--- config.mk ---
export PLATFORM = sky130hd
export DESIGN_NAME = conversor_sp_ctrl
export DESIGN_NICKNAME = d
export VERILOG_FILES = /design/src/rtl/conversor_sp_ctrl.sv
export SDC_FILE = /design/constraint.sdc
export NUM_CORES = 1
export LEC_CHECK = 0
export CAP_MARGIN = 40
export CORE_MARGIN = 8
export CORE_UTILIZATION = 40
export DETAILED_ROUTE_END_ITERATION = 12
export HOLD_SLACK_MARGIN = 0.05
export PLACE_DENSITY = 0.81
export SYNTH_ARGS = -nofsm -noshare
export SYNTH_HDL_FRONTEND = slang
export SYNTH_SLANG_ARGS = --single-unit
--- constraint.sdc ---
create_clock -name clk -period 2.1 [get_ports clk]
set_input_delay 0.42 -clock clk [delete_from_list [all_inputs] [get_ports clk]]
set_output_delay 0.42 -clock clk [all_outputs]
set_load 0.03 [all_outputs]
--- src/rtl/conversor_sp_ctrl.sv ---
// rtl/conversor_sp_ctrl.sv - sequencing controller for the serial-to-parallel converter
// Optional even-parity bit after the data word is enabled by defining PARITY_EN.
`timescale 1ns/1ps
module conversor_sp_ctrl #(
  parameter int WIDTH = 4
) (
  input  logic             clk,
  input  logic             CLR,
  input  logic             start,
  input  logic             D,
  input  logic [WIDTH-1:0] q_in,
  input  logic             ready,
  output logic             sh_en,
  output logic             conv_clr,
  output logic [WIDTH-1:0] data_out,
  output logic             valid,
  output logic             busy,
  output logic             parity_err
);

  localparam int CW = $clog2(WIDTH + 1);
  localparam logic [CW-1:0] LAST = CW'(WIDTH - 1);

  typedef enum logic [2:0] {
    S_IDLE  = 3'd0,
    S_CLEAR = 3'd1,
    S_SHIFT = 3'd2,
`ifdef PARITY_EN
    S_PAR   = 3'd3,
`endif
    S_LOAD  = 3'd4,
    S_VALID = 3'd5
  } state_t;

  state_t           r_state;
  state_t           w_next;
  logic [CW-1:0]    r_cnt;
  logic [WIDTH-1:0] r_data;
  logic             r_valid;

`ifdef PARITY_EN
  logic r_par;
  logic r_perr;
`else
  logic w_unused;
  assign w_unused = D;
`endif

  always_ff @(posedge clk or posedge CLR) begin
    if (CLR) begin
      r_state <= S_IDLE;
      r_cnt   <= '0;
      r_data  <= '0;
      r_valid <= 1'b0;
`ifdef PARITY_EN
      r_par   <= 1'b0;
      r_perr  <= 1'b0;
`endif
    end else begin
      r_state <= w_next;
      case (r_state)
        S_CLEAR: r_cnt <= '0;
        S_SHIFT: r_cnt <= r_cnt + CW'(1);
`ifdef PARITY_EN
        S_PAR:   r_par <= D;
`endif
        S_LOAD: begin
          r_data  <= q_in;
          r_valid <= 1'b1;
`ifdef PARITY_EN
          r_perr  <= ^{q_in, r_par};
`endif
        end
        S_VALID: if (ready) r_valid <= 1'b0;
        default: ;
      endcase
    end
  end

  // Counter reads WIDTH-1 on the last shift cycle, so the exit edge is the WIDTH-th shift.
  always_comb begin
    w_next = r_state;
    case (r_state)
      S_IDLE:  if (start) w_next = S_CLEAR;
      S_CLEAR: w_next = S_SHIFT;
      S_SHIFT: begin
        if (r_cnt == LAST) begin
`ifdef PARITY_EN
          w_next = S_PAR;
`else
          w_next = S_LOAD;
`endif
        end
      end
`ifdef PARITY_EN
      S_PAR:   w_next = S_LOAD;
`endif
      S_LOAD:  w_next = S_VALID;
      S_VALID: if (ready) w_next = S_IDLE;
      default: w_next = S_IDLE;
    endcase
  end

  always_comb begin
    sh_en    = 1'b0;
    conv_clr = 1'b0;
    busy     = (r_state != S_IDLE);
    case (r_state)
      S_CLEAR: conv_clr = 1'b1;
      S_SHIFT: sh_en    = 1'b1;
      default: ;
    endcase
  end

  assign data_out = r_data;
  assign valid    = r_valid;
`ifdef PARITY_EN
  assign parity_err = r_perr;
`else
  assign parity_err = 1'b0;
`endif

endmodule

==> results.md <==
- Outcome: completed
- Data required, critical path: about 1700 ps
- Setup TNS: 0 ps
- Startpoint of the most critical register-to-register path: r_state[0]
- Post-DP HPWL: 961 um
- WL final: between 1000 and 1500 um
- Worst hold-check slack: about 440 ps
- Net count after synthesis: 60
- Worst VDD drop: approximately 0.51 mV
- Clock transition at the registers of the reported paths: 70 ps
- Cells taking the most area after synthesis: sky130_fd_sc_hd__dfrtp_1 46%, sky130_fd_sc_hd__mux2_2 7.5%, sky130_fd_sc_hd__a211o_1 4.4%
- Initial antenna violation count: 0
- Setup Fix Bufs, Post-CTS: 0
- Count of distinct cell types in the synthesized netlist: 25
- Per-instance average area after synthesis: 12.2 um^2
- Core area: roughly 1500 um^2
- Signal arrival time at the worst endpoint: between 1000 and 1500 ps
- Hold_buf cts: 0
- Seq cells post-synth: 11
- Max-slew violation total from the final report: 0
- Largest net degree at the start of global routing: 12
- Worst-path cell chain: or3_1, dlygate4sd2_1
- Final ANT Viol Nets: 0
- Die Footprint: between 2000 and 3000 um^2
- Max-capacitance violation count: 0
- Global-route wire length before repair: 1950 um
- Initial Utilization: 41.1%
- Most common library cell in the layout ignoring fill and taps: sky130_fd_sc_hd__clkdlybuf4s50_1
- Crit path largest cell delay: 440 ps
- Share of the synthesized area in the top cell type: 46.0%
- Total power divided by cell area: 1490 nW/um^2
- Share of post-route cells with drive strength above 1: about a fifth
- Cell type with the highest aggregate area in the netlist: sky130_fd_sc_hd__dfrtp_1
- Clock period minus final worst setup slack: 1840 ps
- Clock tree skew after final layout: 2.48 ps
- Final cycle utilization of the critical path: slightly below 90%
- Via count of the first global-routing pass: 448
- Number of hold-slack violations in the final timing report: 0
- CTS tree: done
- Global routing usage summed across all routing layers: 8.79%
- Crit path buffers/inverters: 1
- Instance count after placement with tap cells included: 79
- Number of nets in the finished design: 79
- RePlAce Congestion: 0.763
- CTS Buf Count: 3
- Critical path class: register to output port
- Post-detailed-route DRC marker count: 0
- Category of cells accounting for the largest share of critical-path delay: flip-flops
- Yosys Warn Count: 0
- Overall via count from detail_route: around 420
- Count of input and output buffers: 15
- Mapped Cells: 49
- DIE HEIGHT: 54.7 um
- Hold Path Class: input port to async pin
- Portion of the post-synthesis area used by sequential elements: 46.0%
- Antenna fix cells: 0
- Most used cells in the layout excluding fill and tap cells: 12 x sky130_fd_sc_hd__clkdlybuf4s50_1, 11 x sky130_fd_sc_hd__dfrtp_1, 4 x sky130_fd_sc_hd__mux2_2
- Area added between synthesis and finish: 30.8%
- Slowest cell on the critical path: sky130_fd_sc_hd__dfrtp_1
- Worst R2R Setup Slack: 690 ps
- Die extent in x: approximately 55 um
- Path depth of the worst reg2reg path: 3
- CP Capture Type: output port
- Num Clock Sinks: 11
- Insertion delay of the later-clocked pin in the worst-skew pair: 260 ps
- Row cnt: 14
- Final global-route overflow total: 0
- Total number of H-tree levels: 1
- Leakage power figure: 0.394 nW
- Cell area after synthesis: approximately 600 um^2
- Per-cell routed wire length: 15.1 um
- Setup repair after global routing missed its margin: false
- Maximum root-to-sink buffer count: 2
- Number of cells in the finished layout apart from fillers: 83
- Clk Tree Root Cell: sky130_fd_sc_hd__clkbuf_4
- Vias per Instance: 5.11
- Number of detailed-route iterations in the first pass: 2
- Setup violation total in the final timing report: 0
- IO Count: 18
- Startpoint kind of the worst setup timing path: register
- Maximum net fanout on the critical path: 5
- Critical register-to-register path endpoint: data_out[3]
- Number of design-rule violations left by the first detailed-router iteration: 4
- Max frequency: 0.543 GHz
[routing by layer]
metal / vias to the layer above / routed length (um) / global-route usage, %
li1: 208 / - / -
met1: 210 / 530 / 9.75
met4: 0 / 19 / 4.92
met5: - / 0 / 0
met2: 4 / 678 / 15.3
met3: 2 / 26 / 1.63
[worst reg2reg max path, cell delays in order (launching register included)]
cell                      delay, ps
sky130_fd_sc_hd__dfrtp_1        430
sky130_fd_sc_hd__buf_4          200
sky130_fd_sc_hd__nor3b_4        300
sky130_fd_sc_hd__mux2_2         370
[final cells by class]
| cell class | count | area (um^2) |
|---|---|---|
| repair buffers | 18 | 173 |
| fillers | 133 | 672 |
| flip-flops and latches | 11 | 275 |
| clock buffers | 4 | 26.3 |
| multi-input cells | 31 | 277 |
| well taps | 16 | 20.0 |
| inverters | 3 | 11.3 |
[power breakdown]
group | internal, W | switching (W)
Clock | 0.0000734 | 0.0000704
Sequential | 0.000298 | 0.0000685
Combinational | 0.000310 | 0.000342
[through the flow]
stage	util [%]	total power, W	instance area (um^2)	setup WS (ps)
floorplan	-	0.000833	598	557
global placement	52.0	0.00103	756	286
detailed placement	52.0	0.00105	756	285
CTS	53.6	0.00118	779	29.1
global route	53.8	0.00124	782	201
finish	53.8	0.00116	782	258
[worst max-delay path by stage]
stage / from / endpoint / slack (ps) / depth (start not counted)
final: r_state[1] / busy / 260 / 2
after global routing: r_state[1] / busy / 200 / 2
after CTS: r_state[1] / sh_en / 30 / 2
after detailed placement: r_state[1] / busy / 290 / 2
after global placement: r_state[1] / busy / 290 / 2
after floorplan: r_state[1] / conv_clr / 560 / 3
[cell families after synthesis]
family                     Yosys count  synth area share, %
other                                1                0.627
AOI/OAI and AO/OA                    9                 13.8
and+or+nand+nor                     15                 20.1
adders and majority gates            2                 4.18
muxes                                4                 7.53
buffers and inverters                7                 7.74
DFF                                 11                 46.0
[cells in the mapped netlist]
library cell and n:
sky130_fd_sc_hd__a32o_1 1, sky130_fd_sc_hd__or3_1 1, sky130_fd_sc_hd__o21bai_4 1, sky130_fd_sc_hd__nor2_1 1, sky130_fd_sc_hd__and3_1 3, sky130_fd_sc_hd__a211o_1 3, sky130_fd_sc_hd__nor4b_1 2, sky130_fd_sc_hd__mux2_2 4
sky130_fd_sc_hd__ha_1 2, sky130_fd_sc_hd__nand2_1 1, sky130_fd_sc_hd__buf_2 1, sky130_fd_sc_hd__buf_4 1, sky130_fd_sc_hd__inv_1 3, sky130_fd_sc_hd__a21bo_2 1, sky130_fd_sc_hd__dfrtp_1 11, sky130_fd_sc_hd__nand2b_1 2
sky130_fd_sc_hd__a21oi_1 2, sky130_fd_sc_hd__buf_6 2, sky130_fd_sc_hd__nor3b_4 1, sky130_fd_sc_hd__nor4bb_1 1, sky130_fd_sc_hd__or3b_1 1, sky130_fd_sc_hd__nand3b_1 1, sky130_fd_sc_hd__nor3b_2 1, sky130_fd_sc_hd__conb_1 1
sky130_fd_sc_hd__a21o_1 1
[flip-flops by register name (all words and copies together), names as in the netlist]
name      flops
data_out      4
valid         1
r_cnt         3
r_state       3
[repair_timing]
item                       4_1_cts  5_1_grt
setup endpoints to repair        2        1
hold endpoints to repair         0        0
resized for setup                2        1
No activity file was read; power rests on OpenSTA's default activity.
